==> config.mk <==
export PLATFORM = sky130hd
export DESIGN_NAME = cdb_broadcaster_flat
export DESIGN_NICKNAME = d
export VERILOG_FILES = /design/src/rtl/cdb_broadcaster_pkg.sv /design/src/rtl/cdb_broadcaster_if.sv /design/src/rtl/cdb_broadcaster_rr_arbiter.sv /design/src/rtl/cdb_broadcaster.sv /design/src/flat_wrapper.sv
export SDC_FILE = /design/constraint.sdc
export NUM_CORES = 1
export LEC_CHECK = 0
export ABC_CLOCK_PERIOD_IN_PS = 4000
export CORE_MARGIN = 1.5
export CORE_UTILIZATION = 45
export DETAILED_ROUTE_END_ITERATION = 8
export PLACE_DENSITY = 0.74
export SLEW_MARGIN = 25
export SYNTH_ARGS = -nofsm -noshare
export SYNTH_HDL_FRONTEND = slang
export SYNTH_SLANG_ARGS = --single-unit
==> constraint.sdc <==
create_clock -name clk -period 4 [get_ports clk]
set_input_delay 0.8 -clock clk [delete_from_list [all_inputs] [get_ports clk]]
set_output_delay 0.8 -clock clk [all_outputs]
set_load 0.005 [all_outputs]
==> src/rtl/cdb_broadcaster_pkg.sv <==
// Shared definitions for the CDB broadcaster: FU source indices, tag constants,
// arbitration mode and a small popcount helper.
package cdb_broadcaster_pkg;

  localparam int unsigned FU_ALU  = 0;
  localparam int unsigned FU_MEM  = 1;
  localparam int unsigned FU_MUL  = 2;
  localparam int unsigned FU_DIV  = 3;
  localparam int unsigned FU_JUMP = 4;

  localparam int unsigned CDB_N_SRC = 5;
  localparam int unsigned CDB_TAGW  = 8;
  localparam int unsigned CDB_DW    = 32;
  localparam int unsigned CDB_PCW   = 32;

  // Tag 0 marks "no broadcast" on the bus.
  localparam logic [CDB_TAGW-1:0] CDB_NONE = '0;

  localparam logic [15:0] CONFLICT_MAX = '1;

  typedef enum logic {
    ARB_FIXED = 1'b0,
    ARB_RR    = 1'b1
  } arb_mode_e;

  function automatic int unsigned popcount32(input logic [31:0] v);
    int unsigned n;
    n = 0;
    for (int unsigned k = 0; k < 32; k++) begin
      n += 32'(v[k]);
    end
    return n;
  endfunction

endpackage

==> src/rtl/cdb_broadcaster_if.sv <==
// Result-source handshake and CDB broadcast bundle. master = FU/consumer side,
// slave = the broadcaster.
interface cdb_broadcaster_if #(
  parameter int unsigned N_SRC = 5,
  parameter int unsigned DW    = 32,
  parameter int unsigned TAGW  = 8
);
  logic [N_SRC-1:0]      src_valid;
  logic [N_SRC-1:0]      src_ready;
  logic [N_SRC*TAGW-1:0] src_tag;
  logic [N_SRC*DW-1:0]   src_data;
  logic [N_SRC*32-1:0]   src_pc;

  logic                  cdb_valid;
  logic [TAGW-1:0]       cdb_tag;
  logic [DW-1:0]         cdb_data;
  logic [31:0]           cdb_pc;

  modport master (
    output src_valid, src_tag, src_data, src_pc,
    input  src_ready, cdb_valid, cdb_tag, cdb_data, cdb_pc
  );

  modport slave (
    input  src_valid, src_tag, src_data, src_pc,
    output src_ready, cdb_valid, cdb_tag, cdb_data, cdb_pc
  );
endinterface

==> src/rtl/cdb_broadcaster_rr_arbiter.sv <==
// One-hot request arbiter, fixed-priority (lowest index) or round-robin.
// Owns its rotation pointer so it can be reused by the RS issue select.
module rr_arbiter
  import cdb_broadcaster_pkg::*;
#(
  parameter int unsigned N  = 5,
  parameter int unsigned RR = 0
) (
  input  logic         clk,
  input  logic         rst,
  input  logic [N-1:0] req,
  input  logic         adv,
  output logic [N-1:0] grant
);

  localparam int unsigned PW   = (N > 1) ? $clog2(N) : 1;
  localparam arb_mode_e   MODE = (RR != 0) ? ARB_RR : ARB_FIXED;

  logic [PW-1:0] ptr_q, ptr_d;
  logic [PW-1:0] idx, gidx;
  logic          found;
  int unsigned   start;

  // Scan starts at the pointer in RR mode, at 0 in fixed mode; first hit wins.
  always_comb begin
    grant = '0;
    found = 1'b0;
    gidx  = '0;
    idx   = '0;
    start = (MODE == ARB_RR) ? 32'(ptr_q) : 32'd0;
    for (int unsigned k = 0; k < N; k++) begin
      idx = PW'((start + k) % N);
      if (!found && req[idx]) begin
        grant[idx] = 1'b1;
        gidx       = idx;
        found      = 1'b1;
      end
    end
    ptr_d = ptr_q;
    if (adv && found) begin
      ptr_d = PW'((32'(gidx) + 32'd1) % N);
    end
  end

  always_ff @(posedge clk or negedge rst) begin
    if (!rst) begin
      ptr_q <= '0;
    end else begin
      ptr_q <= ptr_d;
    end
  end

endmodule

==> src/rtl/cdb_broadcaster.sv <==
// CDB transmit side: one result slot per FU, arbitrated down to a single
// registered (tag, data, pc) broadcast per cycle.
module cdb_broadcaster
  import cdb_broadcaster_pkg::*;
#(
  parameter int unsigned N_SRC = 5,
  parameter int unsigned DW    = 32,
  parameter int unsigned TAGW  = 8,
  parameter int unsigned RR    = 0
) (
  input  logic                   clk,
  input  logic                   rst,
  cdb_broadcaster_if.slave       bus,
  output logic [N_SRC-1:0]       pending,
  output logic [15:0]            conflict_cnt,
  output logic                   tag0_err
);

  logic [N_SRC-1:0]      pend_q, pend_d;
  logic [N_SRC-1:0]      grant, ready, accept, capture;
  logic [N_SRC*TAGW-1:0] slot_tag;
  logic [N_SRC*DW-1:0]   slot_data;
  logic [N_SRC*32-1:0]   slot_pc;

  logic                  cdb_valid_q, cdb_valid_d;
  logic [TAGW-1:0]       cdb_tag_q, cdb_tag_d;
  logic [DW-1:0]         cdb_data_q, cdb_data_d;
  logic [31:0]           cdb_pc_q, cdb_pc_d;
  logic [15:0]           conflict_q, conflict_d;
  logic                  tag0_q, tag0_d;
  logic                  multi_pend;

  rr_arbiter #(
    .N  (N_SRC),
    .RR (RR)
  ) u_arb (
    .clk   (clk),
    .rst   (rst),
    .req   (pend_q),
    .adv   (1'b1),
    .grant (grant)
  );

  // A slot being drained this edge can take a new result on the same edge.
  for (genvar g = 0; g < N_SRC; g++) begin : g_slot
    logic [TAGW-1:0] tag_q;
    logic [DW-1:0]   data_q;
    logic [31:0]     pc_q;

    assign ready[g]   = ~pend_q[g] | grant[g];
    assign accept[g]  = bus.src_valid[g] & ready[g];
    assign capture[g] = accept[g] &
                        (bus.src_tag[g*TAGW +: TAGW] != TAGW'(CDB_NONE));

    always_ff @(posedge clk or negedge rst) begin
      if (!rst) begin
        tag_q  <= '0;
        data_q <= '0;
        pc_q   <= '0;
      end else if (capture[g]) begin
        tag_q  <= bus.src_tag[g*TAGW +: TAGW];
        data_q <= bus.src_data[g*DW +: DW];
        pc_q   <= bus.src_pc[g*32 +: 32];
      end
    end

    assign slot_tag[g*TAGW +: TAGW] = tag_q;
    assign slot_data[g*DW +: DW]    = data_q;
    assign slot_pc[g*32 +: 32]      = pc_q;
  end

  always_comb begin
    pend_d      = capture | (pend_q & ~grant);
    cdb_valid_d = |grant;
    cdb_tag_d   = '0;
    cdb_data_d  = '0;
    cdb_pc_d    = '0;
    for (int unsigned i = 0; i < N_SRC; i++) begin
      if (grant[i]) begin
        cdb_tag_d  = cdb_tag_d  | slot_tag[i*TAGW +: TAGW];
        cdb_data_d = cdb_data_d | slot_data[i*DW +: DW];
        cdb_pc_d   = cdb_pc_d   | slot_pc[i*32 +: 32];
      end
    end
    multi_pend = popcount32(32'(pend_q)) >= 32'd2;
    conflict_d = conflict_q;
    if (multi_pend && (conflict_q != CONFLICT_MAX)) begin
      conflict_d = conflict_q + 16'd1;
    end
    tag0_d = tag0_q | (|(accept & ~capture));
  end

  always_ff @(posedge clk or negedge rst) begin
    if (!rst) begin
      pend_q      <= '0;
      cdb_valid_q <= 1'b0;
      cdb_tag_q   <= '0;
      cdb_data_q  <= '0;
      cdb_pc_q    <= '0;
      conflict_q  <= '0;
      tag0_q      <= 1'b0;
    end else begin
      pend_q      <= pend_d;
      cdb_valid_q <= cdb_valid_d;
      cdb_tag_q   <= cdb_tag_d;
      cdb_data_q  <= cdb_data_d;
      cdb_pc_q    <= cdb_pc_d;
      conflict_q  <= conflict_d;
      tag0_q      <= tag0_d;
    end
  end

  assign bus.src_ready = ready;
  assign bus.cdb_valid = cdb_valid_q;
  assign bus.cdb_tag   = cdb_tag_q;
  assign bus.cdb_data  = cdb_data_q;
  assign bus.cdb_pc    = cdb_pc_q;
  assign pending       = pend_q;
  assign conflict_cnt  = conflict_q;
  assign tag0_err      = tag0_q;

endmodule

==> src/flat_wrapper.sv <==
// flat-port wrapper written by rule: the top's interface ports become plain ports
module cdb_broadcaster_flat import cdb_broadcaster_pkg::*;
#(
  parameter int unsigned N_SRC = 5,
  parameter int unsigned DW    = 32,
  parameter int unsigned TAGW  = 8,
  parameter int unsigned RR    = 0
)
  (clk, rst, pending, conflict_cnt, tag0_err, bus_src_valid, bus_src_tag, bus_src_data, bus_src_pc, bus_src_ready, bus_cdb_valid, bus_cdb_tag, bus_cdb_data, bus_cdb_pc);
  cdb_broadcaster_if #(.N_SRC(N_SRC), .DW(DW), .TAGW(TAGW)) bus_i ();
  input  logic clk;
  input  logic rst;
  output logic [N_SRC-1:0] pending;
  output logic [15:0] conflict_cnt;
  output logic tag0_err;
  input wire logic [$bits(bus_i.src_valid)-1:0] bus_src_valid;
  input wire logic [$bits(bus_i.src_tag)-1:0] bus_src_tag;
  input wire logic [$bits(bus_i.src_data)-1:0] bus_src_data;
  input wire logic [$bits(bus_i.src_pc)-1:0] bus_src_pc;
  output wire logic [$bits(bus_i.src_ready)-1:0] bus_src_ready;
  output wire logic [$bits(bus_i.cdb_valid)-1:0] bus_cdb_valid;
  output wire logic [$bits(bus_i.cdb_tag)-1:0] bus_cdb_tag;
  output wire logic [$bits(bus_i.cdb_data)-1:0] bus_cdb_data;
  output wire logic [$bits(bus_i.cdb_pc)-1:0] bus_cdb_pc;
  assign bus_i.src_valid = bus_src_valid;
  assign bus_i.src_tag = bus_src_tag;
  assign bus_i.src_data = bus_src_data;
  assign bus_i.src_pc = bus_src_pc;
  assign bus_src_ready = bus_i.src_ready;
  assign bus_cdb_valid = bus_i.cdb_valid;
  assign bus_cdb_tag = bus_i.cdb_tag;
  assign bus_cdb_data = bus_i.cdb_data;
  assign bus_cdb_pc = bus_i.cdb_pc;
  cdb_broadcaster #(.N_SRC(N_SRC), .DW(DW), .TAGW(TAGW), .RR(RR)) u_core (.clk(clk), .rst(rst), .bus(bus_i), .pending(pending), .conflict_cnt(conflict_cnt), .tag0_err(tag0_err));
endmodule
# After elaboration in Yosys (flattened, before gate mapping)
# Cells that the tools add are included.
dict set report word_totals {
  inputBits 367
  ff_bits 455
}
dict set report op_classes {
  n_eq_ne 1
  order_cmp 1
  n_mux 23
  reduce_logical 16
  add_sub_neg 5
  bitwise 38
}
# operator count
set op_table {}
lappend op_table {{$mux W32} 10}
lappend op_table {{$or A32 B32 Y32} 8}
lappend op_table {{$add A32 B1 Y32} 3}
lappend op_table {{$mux W8} 5}
lappend op_table {{$reduce_bool A8 Y1} 5}
lappend op_table {{$ge A32 B2 Y1 const B} 1}
lappend op_table {{$or A8 B8 Y8} 4}
lappend op_table {{$add A16 B1 Y16 const B} 1}
lappend op_table {{$ne A16 B16 Y1 const B} 1}
lappend op_table {{$and A1 B1 Y1} 10}
lappend op_table {{$and A5 B5 Y5} 2}
lappend op_table {{$not A5 Y5} 2}
lappend op_table {{$reduce_or A5 Y1} 2}
lappend op_table {{$mux W1} 8}
lappend op_table {{$or A1 B1 Y1} 6}
lappend op_table {{$logic_and A1 B1 Y1} 5}
lappend op_table {{$not A1 Y1} 5}
lappend op_table {{$or A5 B5 Y5} 1}
lappend op_table {{$logic_not A1 Y1} 4}
lappend op_table {{$add A1 B1 Y2} 1}

# Longest topological paths before layout
# Gate-level depths: netlist (run 1).
dict set report depth {
  depth_word 20
  depth_mapped 12
  ltp_nobuf 10
}

# By module
# A second synthesis (run 1) with hierarchy kept.
dict set report hier_totals {
  cells_unflattened 1215
  hier_area_um2 18122.4
}
# mod seq_area_each_um2 cells_per_inst area_per_inst_um2 instances
set by_module_without_submodules {}
lappend by_module_without_submodules {cdb_broadcaster 11385.9 1209 18067.3 1}
lappend by_module_without_submodules {rr_arbiter 0.0 6 55.1 1}

# Worst setup path after synthesis (run 1)
# OpenSTA, ideal clock, no wires.
dict set report synth_timing {
  kind {register -> register}
  start {reg u_core.pend_q[0] (netlist: u_core.pending[0])}
  end {reg u_core.conflict_q[13] (netlist: u_core.conflict_cnt[13])}
  stages_incl_launch_ff 13
  n_path_buf 2
  synth_period_minus_slack_ns 3.279
  slack_ns 0.721
  required_ns 3.875
  arrival_ns 3.154
  path_cell_list {dfrtp_1 > clkbuf_1 > clkbuf_1 > inv_1 > ha_1 > inv_1 > fa_1 > nor2b_1 > fa_1 > o2111ai_1 > a41oi_1 > nand4_1 > xnor2_1}
}
dict set report synth_via {
  elab_chain_cells 6
}
# element line_no
set synth_rtl {}
lappend synth_rtl {{from (decl)} cdb_broadcaster.sv:19} ;# logic [N_SRC-1:0] pend_q, pend_d;
lappend synth_rtl {{from (signal assigned)} cdb_broadcaster.sv:103} ;# pend_q <= pend_d;
lappend synth_rtl {{$add A1 B1 Y2} cdb_broadcaster_pkg.sv:30} ;# n += 32'(v[k]);
lappend synth_rtl {{$add A32 B1 Y32 (3 in a row)} cdb_broadcaster_pkg.sv:30}
lappend synth_rtl {{$ge A32 B2 Y1} cdb_broadcaster.sv:85} ;# multi_pend = popcount32(32'(pend_q)) >= 32'd2;
lappend synth_rtl {{$logic_and A1 B1 Y1} cdb_broadcaster.sv:87} ;# if (multi_pend && (conflict_q != CONFLICT_MAX)) begin
lappend synth_rtl {{to (signal assigned)} cdb_broadcaster.sv:108} ;# conflict_q <= conflict_d;
lappend synth_rtl {{to (decl)} cdb_broadcaster.sv:29} ;# logic [15:0] conflict_q, conflict_d;
# Every way passes these cells.
# A chain may end at the register's enable or synchronous reset.

# Worst setup path in the final report (run 1)
dict set report layout_timing {
  start {reg u_core.pend_q[0] (netlist: u_core.pending[0])}
  end {out bus_src_ready[4]}
}
dict set report layout_via {
  elab_chain_cells 14
}
# element line_no
set layout_rtl {}
lappend layout_rtl {{$mux W1 *} cdb_broadcaster_rr_arbiter.sv:33} ;# if (!found && req[idx]) begin
lappend layout_rtl {{$logic_not A1 Y1} cdb_broadcaster_rr_arbiter.sv:33}
lappend layout_rtl {{$logic_and A1 B1 Y1} cdb_broadcaster_rr_arbiter.sv:33}
lappend layout_rtl {{$mux W1 *} cdb_broadcaster_rr_arbiter.sv:33}
lappend layout_rtl {{$logic_not A1 Y1} cdb_broadcaster_rr_arbiter.sv:33}
lappend layout_rtl {{$logic_and A1 B1 Y1} cdb_broadcaster_rr_arbiter.sv:33}
lappend layout_rtl {{$mux W1 *} cdb_broadcaster_rr_arbiter.sv:33}
lappend layout_rtl {{$logic_not A1 Y1} cdb_broadcaster_rr_arbiter.sv:33}
lappend layout_rtl {{$logic_and A1 B1 Y1} cdb_broadcaster_rr_arbiter.sv:33}
lappend layout_rtl {{$mux W1 *} cdb_broadcaster_rr_arbiter.sv:33}
lappend layout_rtl {{$logic_not A1 Y1 *} cdb_broadcaster_rr_arbiter.sv:33}
lappend layout_rtl {{$logic_and A1 B1 Y1 *} cdb_broadcaster_rr_arbiter.sv:33}
lappend layout_rtl {{$mux W1 *} cdb_broadcaster_rr_arbiter.sv:33}
lappend layout_rtl {{$or A1 B1 Y1 *} cdb_broadcaster.sv:50} ;# assign ready[g] = ~pend_q[g] | grant[g];
lappend layout_rtl {{to (decl)} flat_wrapper.sv:20} ;# output wire logic [$bits(bus_i.src_ready)-1:0] bus_src_ready;
# Every way passes the cells marked *; elsewhere a longest branch is shown, timed or not.

==> metrics.md, run 1 <==
| Metric | Value |
|---|---|
| Outcome | finished with violations |
| Failing checks | design-rule violations |
| Top_reg_cell synth | sky130_fd_sc_hd__dfrtp_1 |
| Actual transition at the worst max-transition pin | 1.08 ns |
| Hold violation total from the final report | 0 |
| Detailed-route via count | 12.9k |
| Placed cell area | 23500 sq um |
| Number of levels the H-tree was split into | 2 |
| Most instantiated library cell after synthesis | sky130_fd_sc_hd__dfrtp_1 |
| Count of buffers added by post-CTS timing repair for setup | 0 |
| Rows | between 70 and 80 |
| Post-route cell area | about 25000 sq um |
| Power per Cell Area | 589 nW/um^2 |
| Number of register bits inferred by synthesis | between 400 and 500 |
| Via count of the first global-routing pass | 13.8k |
| Antenna violations before repair | 16 |
| Instance count of the mapped netlist | 1315 |
| Global-route wire length before repair | 83.1 mm |
| Number of library cell types mapped by synthesis | 43 |
| Max-cap viol count | 0 |
| Die Area | 41800 sq um |
| # IOs | 467 |
| Crit end category | output port |
| Share of the synthesized area in the top cell type | between 60 and 70% |
| Clock Tree Root | sky130_fd_sc_hd__clkbuf_16 |
| Clock tree from TritonCTS | yes |
| Number of non-filler instances in the completed layout | ~2.4k |
| Number of filler instances in the final layout | between 3k and 4k |
| Sequential fraction of the synthesis area | slightly above 60% |
| Static Leakage | roughly 10 nW |
| Final critical-path required period | approximately 3.3 ns |
| Total grt overflow | 0 |
| Share of synthesized flip-flops with an asynchronous set or reset | 100% |
| Vias/cell | around 5.5 |
| Worst min path class | primary input to asynchronous set/reset pin |
| Setup skew after layout | between 0.02 and 0.025 ns |
| Initial standard-cell utilization of the core | 45.8% |
| Worst R2R Start | u_core.pending[1] |
| Critical-path maximum fanout | 6 |
| Final Slew Violations | 0 |
| Slew margin rel. | approximately 28% |
| Number of buffers inserted during clock tree synthesis | 48 |
| Setup Crit Path Kind | flip-flop to output port |
| Initial DRC Count | 954 |
| Crit path from | u_core.pending[0] |
| Maximum count of clock buffers along a single path | 3 |
| Net Count, Synth | between 1.5k and 2k |
| Horiz. Die Dim | 204 um |
| Final weighted congestion in routability-driven placement | roughly 0.85 |
| Dominant cells by area after synthesis | sky130_fd_sc_hd__dfrtp_1 (62%), sky130_fd_sc_hd__mux2_2 (15%), sky130_fd_sc_hd__mux2_1 (6.0%), sky130_fd_sc_hd__a222oi_1 (3.9%), sky130_fd_sc_hd__nand2_1 (3.7%) |
| Source-to-sink clock delay at the later pin of the worst-skew pair | between 0.5 and 0.6 ns |
| Register-to-Register Setup Slack | about 1.0 ns |
| Area grow syn2layout | 37.6% |
| Number of nets in the final layout | ~2.1k |
| Core region area | between 30000 and 40000 sq um |
| Reg clk slew, reported paths | roughly 0.06 ns |
| Startpoint kind of the worst setup timing path | flip-flop |
| Die extent in y | 204 um |
| Worst ir drop on vdd | 427 uV |
| Setup repair after global routing missed its margin | false |
| Count of nets left with antenna violations after detail routing | 0 |
| Placed Cells | 2250 |
| Cell accounting for the most synthesized area | sky130_fd_sc_hd__dfrtp_1 |
| Worst Hold Margin | roughly 0.25 ns |
| End point of the critical path | bus_src_ready[4] |
| Total global-route track usage | between 20% and 30% |
| F_max | between 0.3 and 0.4 GHz |
| Number of synthesized flops with an enable pin | 0 |
| Number of remaining DRC errors | 6 |
| Number of detailed-routing iterations run before antenna repair | 9 |
| Setup_tns | 0 ns |
| Hold buffer count at CTS | 0 |
| Pin count of the biggest net entering global routing | a little over 90 |
| Overall power consumption | 14.8 mW |
| Total wire length | 55.5 mm |
| Commonest cells in the netlist | sky130_fd_sc_hd__dfrtp_1 (455), sky130_fd_sc_hd__mux2_2 (251), sky130_fd_sc_hd__nand2_1 (179) |
| Number of setup violations in the final report | 0 |
| Fraction of layout cells with a size suffix above 1 | between 15 and 20% |
| Share of the cycle needed by the critical path after routing | just over 80% |
| Data arrival at the endpoint of the critical path | between 2 and 3 ns |
| Worst Path Required | 3.20 ns |
| Warnings from Yosys | 0 |
| Register-to-Register Path Depth | 10 |
| Placed wire-length estimate after detailed placement | roughly 39 mm |
| Gates resized, CTS repair | 0 |
| Mapped Area | approximately 18000 sq um |
| Count of port buffers added during placement | 465 |
| Drt wl/cell | between 20 and 25 um |
| Average cell area after synthesis | around 14 sq um |
| Reg-to-reg endpoint | u_core.conflict_cnt[13] |
| Clock sink count | approximately 460 |
==> registers in the layout (all words and copies together), names as in the netlist <==
signal                count
u_core.g_slot.pc_q      160
u_core.g_slot.data_q    160
u_core.bus.cdb_pc        32
u_core.pending            5
u_core.conflict_cnt      16
u_core.bus.cdb_data      32
u_core.g_slot.tag_q      40
u_core.bus.cdb_tag        8
u_core.tag0_err           1
u_core.bus.cdb_valid      1
==> through the flow <==
stage / setup WS (ns) / util, %
after CTS: 0.641 / 62.9
after global placement: 0.679 / 58.8
after floorplan: 0.721 / -
after global routing: 0.576 / 63.0
after detailed placement: 0.678 / 58.9
final: 0.684 / 63.0
==> layout by cell type, fill, tap and decap left out, types with 3 or more instances in the layout <==
master                            instances
sky130_fd_sc_hd__clkdlybuf4s50_1        464
sky130_fd_sc_hd__dfrtp_1                454
sky130_fd_sc_hd__mux2_2                 251
sky130_fd_sc_hd__nand2_1                178
sky130_fd_sc_hd__mux2_1                  97
sky130_fd_sc_hd__nand3_1                 82
sky130_fd_sc_hd__a222oi_1                72
sky130_fd_sc_hd__clkbuf_16               49
sky130_fd_sc_hd__clkbuf_1                16
sky130_fd_sc_hd__diode_2                 12
sky130_fd_sc_hd__buf_4                   12
sky130_fd_sc_hd__inv_1                   11
sky130_fd_sc_hd__clkbuf_8                10
sky130_fd_sc_hd__buf_12                  10
sky130_fd_sc_hd__nor4_1                   8
sky130_fd_sc_hd__nand4_1                  8
sky130_fd_sc_hd__nor2_1                   7
sky130_fd_sc_hd__xor2_1                   7
sky130_fd_sc_hd__xnor2_1                  6
sky130_fd_sc_hd__clkinv_2                 6
sky130_fd_sc_hd__a21oi_1                  4
sky130_fd_sc_hd__o21ai_0                  4
sky130_fd_sc_hd__a22o_1                   4
sky130_fd_sc_hd__ha_1                     4
sky130_fd_sc_hd__bufinv_16                4
sky130_fd_sc_hd__or4_1                    3
sky130_fd_sc_hd__nor3_1                   3
sky130_fd_sc_hd__inv_6                    3
==> power by group <==
part | switching [mW] | internal (mW) | leakage (nW)
Combinational | 1.40 | 2.10 | 4.24
Clock | 1.83 | 2.71 | 0.788
Sequential | 0.760 | 6.01 | 5.39
Total | 3.98 | 10.8 | 10.4
==> critical path: stages, from the launching register on <==
cell	delay, ns
sky130_fd_sc_hd__dfrtp_2	0.44
sky130_fd_sc_hd__inv_1	0.13
sky130_fd_sc_hd__ha_1	0.23
sky130_fd_sc_hd__nand2b_1	0.13
sky130_fd_sc_hd__o21ai_1	0.36
sky130_fd_sc_hd__clkdlybuf4s50_1	0.66
==> cell families (layout without fill, tap and decap cells) <==
| kind of cell | after synthesis | count (layout) | share of synthesized area (%) |
|---|---|---|---|
| buf+inv | 89 | 588 | 2.67 |
| other cells | 1 | 13 | 0.0205 |
| flops | 455 | 455 | 62.3 |
| simple gates | 308 | 308 | 7.49 |
| xor+xnor | 13 | 13 | 0.623 |
| fa+ha+maj | 7 | 7 | 0.562 |
| compound gates | 94 | 94 | 4.86 |
| mux | 348 | 348 | 21.5 |
==> how the worst min path moves through the flow <==
stage	end	cells past startpoint	slack, ns	start
finish	u_core.bus.cdb_data[15]	1	0.25	rst
global route	u_core.g_slot[3].data_q[15]	1	0.29	rst
CTS	u_core.bus.cdb_data[15]	1	0.26	rst
detailed placement	u_core.g_slot[0].tag_q[7]	2	0.47	u_core.g_slot[0].tag_q[7]
global placement	u_core.g_slot[0].tag_q[7]	2	0.46	u_core.g_slot[0].tag_q[7]
floorplan	u_core.g_slot[0].tag_q[1]	2	0.45	u_core.g_slot[0].tag_q[1]
==> routing by layer <==
layer / wire length [um] / GRT usage [%] / part of all wire, % / vias to the layer above
li1: - / - / - / 5701
met1: 22700 / 34.7 / 41 / 6638
met2: 26100 / 41.8 / 47 / 483
met3: 4520 / 7.27 / 8.1 / 117
met4: 2080 / 11.6 / 3.7 / 10
met5: 64 / 0 / 0.12 / -
==> final cells by class <==
cell class | count | area [sq um] | share of cell area [%]
clock buffer | 75 | 1420 | 5.66
timing repair buffer | 488 | 4980 | 19.8
clock inverter | 14 | 184 | 0.732
sequential | 455 | 11400 | 45.3
tap | 525 | 657 | 2.61
inverter | 11 | 41.3 | 0.164
multi-input combinational | 771 | 6440 | 25.6
antenna | 12 | 30.0 | 0.119
Power figures use the tool's default switching activity.
==> run 2, diff against run 1 <==
Settings changed: ABC_CLOCK_PERIOD_IN_PS 4000 to 2800, CORE_UTILIZATION 45 to 44, PLACE_DENSITY 0.74 to 0.76.
Clock period 4 ns to 2.8 ns, I/O delays scaled along.
==> run 2 against run 1 <==
The run now ends clean. Clock power increased by 38%. First-iteration DRC count increased by 20%. Core utilization decreased by 0.84 points. Die area increased by 2.2%. Global-route usage decreased by 0.94 points. Total power increased by 43%. Via count increased by 0.49%. Clock skew decreased by 0.013 ns. Sequential share of layout area decreased by 0.52 points. Clock-buffer cell count decreased by 5. Critical path type is now flip-flop to flip-flop.
==> metrics.md, run 2 (synthesis results as in run 1) <==
| Metric | Value |
|---|---|
| Die extent in y | 207 um (+1.1%) |
| Number of nets in the final layout | 2173 (+1.1%) |
| Actual transition at the worst max-transition pin | 1.07 ns (-0.0113 ns) |
| Outcome | complete, no violations |
| Total wire length | 55.3 mm (-0.37%) |
| Rows | 74 (+1.4%) |
| Core region area | 40900 sq um (+2.5%) |
| Combinational share of power | 24.7% (+1.1 points) |
| Switching power total | 5.70 mW (+43%) |
| Via count of the first global-routing pass | 13.8k (-0.36%) |
| F_max | between 0.3 and 0.4 GHz |
| Sequence of cells on the critical path | inv_2 > ha_4 > inv_2 > fa_1 > nor2b_2 > fa_1 > o211ai_1 > nor3_2 > nand3_1 > mux2_4 |
| Sequential power share | 45.9% (about the same) |
| Worst min path class | flip-flop to flip-flop |
| Switching fraction of total power | 27.0% (+0.052 points) |
| Initial DRC Count | 1146 (+20%) |
| Global-route wire length before repair | 82.0 mm (-1.3%) |
| Largest stage delay, worst path | 0.56 ns (-0.10 ns) |
| Final Slew Violations | 0 (unchanged) |
| Worst Path Required | 3.25 ns (+0.05 ns) |
| Number of buffers inserted during clock tree synthesis | 48 (unchanged) |
| Startpoint kind of the worst setup timing path | flip-flop |
| Hold violation total from the final report | 0 (unchanged) |
| Commonest non-fill, non-tap cell in the layout | sky130_fd_sc_hd__clkdlybuf4s50_1 |
| Crit end category | flip-flop |
| Number of setup violations in the final report | 0 (unchanged) |
| Crit path max-delay cell type | sky130_fd_sc_hd__fa_1 |
| Max-cap viol count | 0 (unchanged) |
| Count of nets left with antenna violations after detail routing | 0 (unchanged) |
| Final core utilization | 62.1% (-0.84 points) |
| Cell family with the largest share of critical-path delay | adder cells |
| Data arrival at the endpoint of the critical path | 3.16 ns (+0.64 ns) |
| Power per Cell Area | 830 nW/um^2 (+41%) |
| Horiz. Die Dim | 207 um (+1.1%) |
| Drt wl/cell | 23.2 um (-1.8%) |
| Total grt overflow | 0 (unchanged) |
| Number of remaining DRC errors | 0 (-6) |
| Setup_tns | 0 ns (unchanged) |
| Overall power consumption | 21.1 mW (+43%) |
| Die Area | 42800 sq um (+2.2%) |
| Static Leakage | 10.5 nW (+1.2%) |
| Placed wire-length estimate after detailed placement | 38.9 mm (+0.83%) |
| Source-to-sink clock delay at the later pin of the worst-skew pair | 0.57 ns (-0.02 ns) |
| Setup skew after layout | 0.0113 ns (-0.0133 ns) |
| Fraction of layout cells with a size suffix above 1 | 21.2% (+1.5 points) |
| Total global-route track usage | 25.7% (-0.94 points) |
| Initial standard-cell utilization of the core | 44.6% (-1.1 points) |
| Pin count of the biggest net entering global routing | 76 (-17%) |
| Clock tree from TritonCTS | yes |
| Area grow syn2layout | 39.2% |
| Number of levels the H-tree was split into | 2 (unchanged) |
| Final critical-path required period | 2.71 ns |
| Vias/cell | 5.46 (-0.94%) |
| Number of detailed-routing iterations run before antenna repair | 7 (-2) |
| Highest-count cells in the layout ignoring fill and taps | sky130_fd_sc_hd__clkdlybuf4s50_1 (464), sky130_fd_sc_hd__dfrtp_1 (454), sky130_fd_sc_hd__mux2_2 (249) |
| Setup Crit Path Kind | flip-flop to flip-flop |
| Maximum count of clock buffers along a single path | 3 (unchanged) |
| Setup Slack @ Placement | -0.108 ns (-0.786 ns) |
| Worst Hold Margin | 0.484 ns (+0.229 ns) |
| Minimum setup slack in the final design | 0.0887 ns (-0.596 ns) |
| Worst ir drop on vdd | 604 uV (+41%) |
| # IOs | 467 (unchanged) |
| Largest registers in the final layout | u_core.g_slot.data_q x160, u_core.g_slot.pc_q x160, u_core.g_slot.tag_q x40 |
| Internal Dissipation | 15.4 mW (+43%) |
| Final weighted congestion in routability-driven placement | 0.859 (+0.73%) |
| Buf+Inv Stages, Crit Path | 2 (unchanged) |
| Antenna violations before repair | 16 (unchanged) |
| Critical-path maximum fanout | 3 (-3) |
| Reg clk slew, reported paths | 0.06 ns (about the same) |
| Clock sink count | 455 (unchanged) |
| Count of port buffers added during placement | 465 (unchanged) |
| Detailed-route via count | 13.0k (+0.49%) |
| Clock Tree Root | sky130_fd_sc_hd__clkbuf_16 |
| Clock network fraction of total power | 29.5% (-1.1 points) |
| Slew margin rel. | 28.4% (+0.75 points) |
| Share of the cycle needed by the critical path after routing | around 97% |
-- run 2: metal layers --
metal	vias up	track usage, %	wire length (um)
met5	-	0	45
met4	6	10.7	1830
met3	112	6.58	4370
met2	531	40.1	26500
met1	6616	34.2	22600
li1	5748	-	-
-- run 2: worst paths after layout --
path	start	cells past startpoint	to	slack (ns)
max	u_core.pending[0]	10	u_core.conflict_cnt[10]	0.09
min	u_core.g_slot[1].data_q[10]	1	u_core.g_slot[1].data_q[10]	0.48
max reg2reg	u_core.pending[0]	10	u_core.conflict_cnt[10]	0.09
min reg2reg	u_core.g_slot[1].data_q[10]	1	u_core.g_slot[1].data_q[10]	0.48
max in group asynchronous	rst	3	u_core.bus.cdb_pc[21]	1.39
min in group asynchronous	rst	2	u_core.bus.cdb_tag[6]	0.57
-- run 2: power groups by stage --
stage	registers (mW)	clock network (mW)	logic (mW)
final	9.69	6.23	5.21
after global routing	9.92	6.61	5.62
after CTS	9.66	6.33	5.23
after detailed placement	9.75	0	5.19
after global placement	9.65	0	5.02
after floorplan	9.46	0	2.88
-- run 2: area by class of cell --
class                           instances  area (sq um)
Fill cell                            3116         15500
Sequential cell                       455         11400
Multi-Input combinational cell        771          6510
Timing Repair Buffer                  512          5250
Clock buffer                           70          1390
Tap cell                              532           666
Clock inverter                         12           140
Antenna cell                           22          55.1
Inverter                               11          41.3
-- run 2: repair_timing --
item / CTS / global route
setup buffers: 0 / 2
setup endpoints to repair: 0 / 3
resized for setup: 0 / 6
hold buffers: 1 / 0
endpoints found under the hold margin: 59 / 0
-- run 2: stage by stage --
step	std cells	cell area (sq um)
6_report	2385	25400
5_1_grt	2374	25400
4_1_cts	2361	25300
3_5_place_dp	2278	23800
3_3_place_gp	2278	23800
2_1_floorplan	1315	18300
==> run 3, diff against run 2 <==
Settings changed: ABC_CLOCK_PERIOD_IN_PS 2800 to 2960, CORE_UTILIZATION 44 to 45, PLACE_DENSITY 0.76 to 0.74.
Clock period 2.8 ns to 2.96 ns, I/O delays scaled along.
==> run 3 against run 2 <==
First-iteration DRC count barely moved. Final cell count fell by 1.0%. Core utilization grew 0.96 points. Sequential power fell by 5.6%. Clock power decreased by 9.8%. Routed wire length fell by 2.0%. Combinational power down 8.1%. Register-to-register slack is essentially flat. Critical path type unchanged. Highest routed layer unchanged.
==> metrics.md, run 3 (synthesis results as in run 1) <==
| Metric | Value |
|---|---|
| Switching power total | 5.29 mW (-7.2%) |
| Overall power consumption | 19.6 mW (-7.4%) |
| Count of port buffers added during placement | 465 (unchanged) |
| Highest-count cells in the layout ignoring fill and taps | sky130_fd_sc_hd__clkdlybuf4s50_1 (464), sky130_fd_sc_hd__dfrtp_1 (454), sky130_fd_sc_hd__mux2_2 (250) |
| Register-to-Register Setup Slack | 0.09 ns (about the same) |
| Switching fraction of total power | 27.0% (+0.062 points) |
| Number of detailed-routing iterations run before antenna repair | 6 (-1) |
| Power per Cell Area | 776 nW/um^2 (-6.5%) |
| Setup Crit Path Kind | flip-flop to flip-flop |
| Final Slew Violations | 0 (unchanged) |
| Slew margin rel. | 33.2% (+4.8 points) |
| Clock Tree Root | sky130_fd_sc_hd__clkbuf_16 |
| Multi-input logic area | 6490 sq um (-0.29%) |
| Placed wire-length estimate after detailed placement | 37.9 mm (-2.6%) |
| Sequential cell area | 11400 sq um (about the same) |
| Share of the cycle needed by the critical path after routing | 97.1% (+0.26 points) |
| Global-route wire length before repair | 81.6 mm (-0.51%) |
| Worst Path Required | 3.42 ns (+0.17 ns) |
| Drt wl/cell | 23.0 um (-0.94%) |
| Reg-to-reg endpoint | u_core.conflict_cnt[10] |
| Hold_sp | u_core.g_slot[4].tag_q[6] |
| Clock sink count | 455 (unchanged) |
| Pin count of the biggest net entering global routing | 75 (-1.3%) |
| Setup_tns | 0 ns (unchanged) |
| Maximum count of clock buffers along a single path | 3 (unchanged) |
| Antenna violations before repair | 14 (-2) |
| Initial DRC Count | 1147 (+0.087%) |
| Fraction of layout cells with a size suffix above 1 | 20.4% (-0.85 points) |
| Detailed-route via count | 13.1k (+0.61%) |
| Die extent in y | 204 um (-1.1%) |
| Hold violation total from the final report | 0 (unchanged) |
| Total grt overflow | 0 (unchanged) |
| Source-to-sink clock delay at the later pin of the worst-skew pair | 0.57 ns (about the same) |
| Via count of the first global-routing pass | 13.6k (-1.1%) |
| Number of filler instances in the final layout | 3033 (-2.7%) |
| # IOs | 467 (unchanged) |
| Initial standard-cell utilization of the core | 45.8% (+1.1 points) |
| Number of setup violations in the final report | 0 (unchanged) |
| Core region area | 39900 sq um (-2.5%) |
| Total global-route track usage | 26.0% (+0.32 points) |
| Count of nets left with antenna violations after detail routing | 0 (unchanged) |
| Clock tree from TritonCTS | yes |
| Max-cap viol count | 0 (unchanged) |
| Rows | 73 (-1.4%) |
| Worst R2R Start | u_core.pending[0] |
| Actual transition at the worst max-transition pin | 1.00 ns (-0.0718 ns) |
| Vias/cell | 5.55 (+1.7%) |
| Hold Crit Endpoint | u_core.bus.cdb_tag[6] |
| Reg clk slew, reported paths | 0.06 ns (about the same) |
| Static Leakage | 10.4 nW (-1.0%) |
| Clock network fraction of total power | 28.8% (-0.7 points) |
| Placed cell area | 23600 sq um (-0.69%) |
| Final core utilization | 63.1% (+0.96 points) |
| Setup skew after layout | 0.0125 ns (+0.00121 ns) |
| Number of buffers inserted during clock tree synthesis | 47 (-2.1%) |
| Critical-path maximum fanout | 5 (+2) |
| Combinational share of power | 24.5% (-0.2 points) |
| Final weighted congestion in routability-driven placement | 0.885 (+3.0%) |
| Outcome | complete, no violations |
| Commonest non-fill, non-tap cell in the layout | sky130_fd_sc_hd__clkdlybuf4s50_1 |
| Data arrival at the endpoint of the critical path | 3.33 ns (+0.17 ns) |
| Internal Dissipation | 14.3 mW (-7.5%) |
| Crit end category | flip-flop |
| Register-to-Register Path Depth | 10 (unchanged) |
| Largest registers in the final layout | u_core.g_slot.data_q x160, u_core.g_slot.pc_q x160, u_core.g_slot.tag_q x40 |
| Total wire length | 54.2 mm (-2.0%) |
| Final critical-path required period | 2.87 ns (+0.163 ns) |
| Horiz. Die Dim | 204 um (-1.1%) |
| Startpoint kind of the worst setup timing path | flip-flop |
| F_max | 0.348 GHz (-5.7%) |
| Die Area | 41800 sq um (-2.2%) |
| Number of nets in the final layout | 2163 (-0.46%) |
| Number of levels the H-tree was split into | 2 (unchanged) |
| Post-route cell area | 25200 sq um (-0.96%) |
| Number of remaining DRC errors | 0 (unchanged) |
| Worst ir drop on vdd | 463 uV (-23%) |
| Worst min path class | flip-flop to flip-flop |
| Sequential power share | 46.8% (+0.9 points) |
| Cell depth of the worst hold path | 2 (+1) |
| Area grow syn2layout | 37.9% |
| Setup repair after global routing missed its margin | true |
## run 3: cell types whose count changed in the layout (fill, tap and decap cells not counted), sizes merged
cell,delta
bufinv,-3
clkinv,-2
diode,-11
buf,-9
clkinvlp,-1
clkbuf,+8
## run 3: metal layers
metal	part of all wire, %	vias to the layer above	GRT usage [%]
li1	-	5729	-
met1	40	6727	34.0
met2	49	532	42.5
met3	8.0	98	6.11
met4	2.8	6	8.98
met5	0.074	-	0
## run 3: area by class of cell
| class | count | share of cell area [%] |
|---|---|---|
| clock buffer | 78 | 5.62 |
| multi-input combinational | 771 | 25.8 |
| clock inverter | 6 | 0.144 |
| sequential | 455 | 45.2 |
| timing repair buffer | 503 | 20.4 |
| antenna | 11 | 0.109 |
| inverter | 11 | 0.164 |
| tap | 525 | 2.61 |
## run 3: timing repair
action | in CTS | in global routing
pin swaps | 0 | 3
hold buffers | 1 | 0
buffers inserted | 0 | 2
endpoints found under the hold margin | 47 | 0
endpoints found under the setup margin | 1 | 4
resized for setup | 2 | 4
## run 3: worst max path at each step
stage / from / to / slack [ns] / depth (start not counted)
6_report: u_core.pending[0] / u_core.conflict_cnt[10] / 0.09 / 10
5_1_grt: u_core.pending[0] / u_core.conflict_cnt[10] / -0.02 / 10
4_1_cts: u_core.pending[0] / bus_src_ready[4] / 0.02 / 5
3_5_place_dp: u_core.pending[0] / u_core.conflict_cnt[10] / 0.09 / 10
3_3_place_gp: u_core.pending[0] / u_core.conflict_cnt[10] / 0.14 / 10
2_1_floorplan: u_core.pending[0] / u_core.conflict_cnt[10] / -0.04 / 12
## run 3: stage by stage
| stage | hold WS (ns) | std cells | setup slack (ns) |
|---|---|---|---|
| after global routing | 0.492 | 2359 | -0.0167 |
| after detailed placement | 0.466 | 2261 | 0.0903 |
| after global placement | 0.458 | 2261 | 0.139 |
| after floorplan | 0.296 | 1315 | -0.0383 |
| after CTS | 0.481 | 2346 | 0.0247 |
| final | 0.479 | 2360 | 0.0861 |
## run 3: worst max-delay path: stages, from the launching register on
cell	delay (ns)
sky130_fd_sc_hd__dfrtp_4	0.48
sky130_fd_sc_hd__inv_2	0.09
sky130_fd_sc_hd__ha_1	0.23
sky130_fd_sc_hd__inv_1	0.09
sky130_fd_sc_hd__fa_1	0.42
sky130_fd_sc_hd__nor2b_2	0.13
sky130_fd_sc_hd__fa_2	0.48
sky130_fd_sc_hd__o211ai_1	0.32
sky130_fd_sc_hd__nor3_2	0.09
sky130_fd_sc_hd__nand3_1	0.11
sky130_fd_sc_hd__mux2_4	0.30
## run 3: power by group through the flow
stage	clock [mW]	sequential, mW	combinational (mW)
5_1_grt	5.96	9.37	5.16
4_1_cts	5.72	9.13	4.80
3_5_place_dp	0	9.21	4.76
3_3_place_gp	0	9.12	4.62
6_report	5.62	9.15	4.79
2_1_floorplan	0	8.94	2.71
==> edit 1: new RTL, settings of run 2 <==
Take the reset off `cdb_data_q` and load it in a clocked block of its own.
--- a/src/rtl/cdb_broadcaster.sv
+++ b/src/rtl/cdb_broadcaster.sv
@@ -95,7 +95,6 @@
       pend_q      <= '0;
       cdb_valid_q <= 1'b0;
       cdb_tag_q   <= '0;
-      cdb_data_q  <= '0;
       cdb_pc_q    <= '0;
       conflict_q  <= '0;
       tag0_q      <= 1'b0;
@@ -103,11 +102,14 @@
       pend_q      <= pend_d;
       cdb_valid_q <= cdb_valid_d;
       cdb_tag_q   <= cdb_tag_d;
-      cdb_data_q  <= cdb_data_d;
       cdb_pc_q    <= cdb_pc_d;
       conflict_q  <= conflict_d;
       tag0_q      <= tag0_d;
     end
+  end
+
+  always_ff @(posedge clk) begin
+    cdb_data_q <= cdb_data_d;
   end
 
   assign bus.src_ready = ready;
Formal check against the unedited RTL: differs if rst is asserted again (counterexample within 4 cycles, from zero or initial values and one cycle with rst low); with rst held inactive, the same outputs for 4 cycles.
==> edit 1 against run 2 <==
Synthesized area is 0.88% lower; fmax shrank 0.94%; power grew 1.8%; hold slack worse by 0.0064 ns; sequential cell count is the same; design area down 0.13%; wire length is 0.44% higher; worst setup slack got worse by 0.026 ns; via count rose by 1.5%; cell count about the same; largest cell class unchanged.
==> edit 1: results <==
{
  "synth_common_cells": "423 x dfrtp_1, 251 x mux2_2, 179 x nand2_1",
  "place_congestion": 0.883,
  "grt_usage_pct": 26.0,
  "grt_max_degree": 75,
  "insertion_delay_ns": 0.58,
  "drive_gt1_share_pct": 21.9,
  "critPathKind": "flop to flop",
  "yosys_warnings": 0,
  "switching_share_pct": 27.1,
  "numCtsBuffers": 48,
  "yosysSeqAreaShare_pct": 62.0,
  "synth_cell_types": 44,
  "async_reset_ff_share_pct": 93.0,
  "fill_cells": 3144,
  "synth_ff_type": "dfrtp_1",
  "hold_depth": 2,
  "leakage_nw": 10.5,
  "route.detailed.wl_per_inst_um": 23.3,
  "tns_ns": 0,
  "grt_pass1_vias": 14100,
  "place_hpwl_mm": 38.8,
  "synth_fp_nets": 1689,
  "reg2regPathDepth": 10,
  "h-tree-depth": 2,
  "grt_pass1_wl_mm": 82.5,
  "cp-startpoint": "u_core.pending[0]",
  "peakVddDrop_mv": 0.651,
  "final_max_slew_viol_count": 0,
  "antenna_found_initial": 8,
  "drtPass1Iterations": 8,
  "initialDrtViolationCount": 1104,
  "place_area_um2": 23600,
  "slew_headroom_pct": 42.7,
  "cts-root-buf": "clkbuf_16",
  "path_max_fanout": 3,
  "rrSetupSlack_ns": 0.06,
  "via_per_inst": 5.53,
  "fin_nets": 2178,
  "cp.arrival_ns": 3.19,
  "skew_ns": 0.0261,
  "synthTopCellsByArea": "dfrtp_1 58%, mux2_2 16%, mux2_1 6.0%, a222oi_1 4.0%, nand2_1 3.7%",
  "status": "finished, final reports clean"
}
[edit 1: kinds of logic (layout without fill, tap and decap cells)]
logic type               count (synthesis)  in the layout  synth area share [%]
other                                    1             11                0.0207
multiplexers                           348            348                  21.6
AND/OR/NAND/NOR                        308            308                  7.55
flip-flops                             455            455                  62.0
buffers and inverters                   89            618                  2.69
AO/OA/AOI/OAI                           94             94                  4.91
XOR/XNOR                                13             13                 0.629
adder cells (fa/ha/maj)                  7              7                 0.567
[edit 1: worst max-delay path: stages, from the launching register on]
cell and delay, ns:
dfrtp_4 0.42, inv_4 0.04, ha_4 0.25, inv_2 0.03, fa_1 0.48, nor2b_2 0.05, fa_2 0.59, o211ai_1 0.13
nor3_2 0.18, nand3_1 0.13, mux2_4 0.32
[edit 1: how the worst min path moves through the flow]
| stage | slack, ns | start | endpoint |
|---|---|---|---|
| 6_report | 0.48 | u_core.g_slot[3].data_q[30] | u_core.bus.cdb_data[30] |
| 5_1_grt | 0.50 | u_core.g_slot[1].pc_q[19] | u_core.g_slot[1].pc_q[19] |
| 3_5_place_dp | 0.47 | u_core.g_slot[0].tag_q[4] | u_core.g_slot[0].tag_q[4] |
| 2_1_floorplan | 0.26 | rst | u_core.bus.cdb_pc[0] |
| 4_1_cts | 0.48 | u_core.g_slot[0].tag_q[4] | u_core.g_slot[0].tag_q[4] |
| 3_3_place_gp | 0.46 | u_core.g_slot[4].data_q[20] | u_core.bus.cdb_data[20] |
[edit 1: stage by stage]
stage | instances | worst slack, ns | utilization [%]
floorplan | 1315 | -0.197 | -
global placement | 2283 | 0.0534 | 58.0
detailed placement | 2283 | -0.00502 | 58.0
CTS | 2375 | 0.0163 | 62.2
global route | 2383 | -0.0465 | 62.3
finish | 2386 | 0.0630 | 62.3
[edit 1: final cells by class]
type	instances	area share [%]
Tap cell	532	2.62
Clock buffer	75	5.72
Antenna cell	10	0.0985
Clock inverter	15	0.739
Multi-Input combinational cell	771	25.7
Inverter	11	0.172
Timing Repair Buffer	517	20.7
Sequential cell	455	44.2
[edit 1: power by group through the flow]
| stage | logic (W) | clock network, W | registers, W |
|---|---|---|---|
| 6_report | 0.00521 | 0.00656 | 0.00973 |
| 3_3_place_gp | 0.00500 | 0 | 0.00967 |
| 2_1_floorplan | 0.00288 | 0 | 0.00946 |
| 4_1_cts | 0.00521 | 0.00668 | 0.00969 |
| 3_5_place_dp | 0.00515 | 0 | 0.00978 |
| 5_1_grt | 0.00561 | 0.00696 | 0.00996 |
[edit 1: routing by layer]
metal  routed length (um)  GRT usage (%)
met5                    0              0
met1                22700           33.8
met3                 4250           5.35
met4                 1880           11.3
met2                26800           42.2
[edit 1: repair_timing]
action,CTS,global route
hold buffers,1,0
setup buffers,1,1
pin swaps,3,3
endpoints found under the setup margin,6,10
endpoints found under the hold margin,48,0
resized for setup,10,6
==> edit 2: new RTL, settings of run 2 <==
Made on the original files. `TAGW` is set to 8 in 3 places; all go to 10.
--- a/src/rtl/cdb_broadcaster_if.sv
+++ b/src/rtl/cdb_broadcaster_if.sv
@@ -3,7 +3,7 @@
 interface cdb_broadcaster_if #(
   parameter int unsigned N_SRC = 5,
   parameter int unsigned DW    = 32,
-  parameter int unsigned TAGW  = 8
+  parameter int unsigned TAGW  = 10
 );
   logic [N_SRC-1:0]      src_valid;
   logic [N_SRC-1:0]      src_ready;
--- a/src/rtl/cdb_broadcaster.sv
+++ b/src/rtl/cdb_broadcaster.sv
@@ -5,7 +5,7 @@
 #(
   parameter int unsigned N_SRC = 5,
   parameter int unsigned DW    = 32,
-  parameter int unsigned TAGW  = 8,
+  parameter int unsigned TAGW  = 10,
   parameter int unsigned RR    = 0
 ) (
   input  logic                   clk,
--- a/src/flat_wrapper.sv
+++ b/src/flat_wrapper.sv
@@ -3,7 +3,7 @@
 #(
   parameter int unsigned N_SRC = 5,
   parameter int unsigned DW    = 32,
-  parameter int unsigned TAGW  = 8,
+  parameter int unsigned TAGW  = 10,
   parameter int unsigned RR    = 0
 )
   (clk, rst, pending, conflict_cnt, tag0_err, bus_src_valid, bus_src_tag, bus_src_data, bus_src_pc, bus_src_ready, bus_cdb_valid, bus_cdb_tag, bus_cdb_data, bus_cdb_pc);
Interface: changed (resized bus_cdb_tag and bus_src_tag); port bits go from 467 to 479. No check against the original RTL was run, so the function may have changed too.
==> edit 2 against run 2 <==
First-iteration DRC count rose by 20%; non-clock buffer count up 23; clock skew grew 0.0060 ns; worst setup slack got worse by 0.083 ns; design area increased by 4.4%; wire length increased by 4.4%; sequential cell count is 12 higher; combinational power increased by 5.8%; critical path depth unchanged; power grew 5.2%; cell count is 2.0% higher; synthesized area increased by 3.3%; critical endpoint is now u_core.conflict_cnt[12]; highest routed layer unchanged.
==> edit 2: results <==
{
  "grt_use_met3_pct": 6.36,
  "top_regs": "u_core.g_slot.data_q x160, u_core.g_slot.pc_q x160, u_core.g_slot.tag_q x50",
  "synth_cell_types": 43,
  "fin_nets": 2225,
  "total_power_w": 0.0222,
  "grt_pass1_wl_mm": 86.3,
  "grt_max_degree": 82,
  "place_congestion": 0.875,
  "cp.arrival_ns": 3.26,
  "synth_top_area_share_pct": 61.9,
  "clkTransAtPathRegs_ns": 0.06,
  "path_delay_family": "adder cells",
  "drtPass1Iterations": 6,
  "r2r-start": "u_core.pending[0]",
  "reg2regPathDepth": 10,
  "skew_ns": 0.0173,
  "grt_pass1_vias": 14485,
  "grt_usage_pct": 25.9,
  "status": "finished, final reports clean",
  "slowest_stage": "fa_1",
  "cts_hold_buffers": 1,
  "place_area_um2": 24700,
  "synth_common_cells": "467 x dfrtp_1, 318 x mux2_2, 162 x nand2_1",
  "whs_endpoint": "u_core.bus.cdb_tag[8]",
  "rrSetupSlack_ns": 0.005,
  "grt_util_met2_pct": 42.7,
  "peakVddDrop_mv": 0.681,
  "clk_path_buf_depth": 3,
  "route.vias.total": 13345,
  "synth_fp_nets": 1722,
  "pre_cts_slack_ns": -0.102,
  "path_max_fanout": 2,
  "insertion_delay_ns": 0.58,
  "leakage_nw": 11.2,
  "critPathMaxStageDelay_ns": 0.51,
  "cts-root-buf": "clkbuf_16",
  "place_hpwl_mm": 39.7,
  "hp-start": "u_core.g_slot[3].tag_q[8]",
  "numCtsBuffers": 49,
  "post_cts_buffers": 5,
  "portBuffers": 477,
  "grt_use_met1_pct": 31.8,
  "drt-total-wl_mm": 57.8,
  "drive_gt1_share_pct": 28.2,
  "synthTopCellsByArea": "dfrtp_1 62%, mux2_2 19%, a222oi_1 3.9%, mux2_4 3.9%, nand2_1 3.2%",
  "yosysSeqAreaShare_pct": 61.9,
  "slew_headroom_pct": 46.7,
  "hold_depth": 2,
  "antenna_found_initial": 20,
  "h-tree-depth": 2,
  "async_reset_ff_share_pct": 100,
  "yosys_warnings": 0,
  "postCtsResizedCells": 17,
  "initialDrtViolationCount": 1373,
  "r2r_end": "u_core.conflict_cnt[12]"
}
==> edit 2: worst max-delay path by stage <==
stage,end,slack [ns],start,cells past startpoint
finish,u_core.conflict_cnt[12],0.005,u_core.pending[0],10
global placement,u_core.conflict_cnt[12],-0.06,u_core.pending[0],10
global route,u_core.conflict_cnt[12],-0.08,u_core.pending[0],10
floorplan,u_core.conflict_cnt[12],-0.19,u_core.pending[0],11
CTS,u_core.conflict_cnt[12],0.004,u_core.pending[0],10
detailed placement,u_core.conflict_cnt[10],-0.10,u_core.pending[0],11
==> edit 2: power breakdown <==
| group | switching [W] | internal (W) |
|---|---|---|
| clock network | 0.00271 | 0.00404 |
| logic | 0.00210 | 0.00341 |
| registers | 0.00114 | 0.00881 |
| total | 0.00595 | 0.0163 |
==> edit 2: cells by family (layout without fill, tap and decap cells) <==
group                      after synthesis  count (layout)  synth area share [%]
xor gates and xnor gates                12              12                 0.557
adders and majority gates                7               7                 0.543
buffers and inverters                   93             632                  2.29
muxes                                  367             367                  22.9
other                                    1              17                0.0199
and+or+nand+nor                        302             302                  7.32
AOI/OAI and AO/OA                       89              89                  4.51
DFF                                    467             467                  61.9
==> edit 2: layout make-up <==
cell class	count	area, um^2
fillers	3165	15600
flip-flops and latches	467	11700
multi-input cells	778	6900
repair buffers	535	5540
clock buffers	70	1410
well taps	539	674
clock inverters	17	258
inverters	10	40.0
diodes	16	40.0
==> edit 2: stage by stage <==
stage               instances  hold WS [ns]  setup TNS, ns
global placement         2320         0.466        -0.0875
floorplan                1338         0.264         -0.276
detailed placement       2320         0.472         -0.195
global route             2431         0.507         -0.228
finish                   2432         0.467              0
CTS                      2413         0.486              0
==> edit 2: routing by layer <==
layer  share of wire, %  up-vias
met3                7.3      139
met5              0.073        -
met1                 39     6782
li1                   -     5894
met2                 49      524
met4                4.1        6
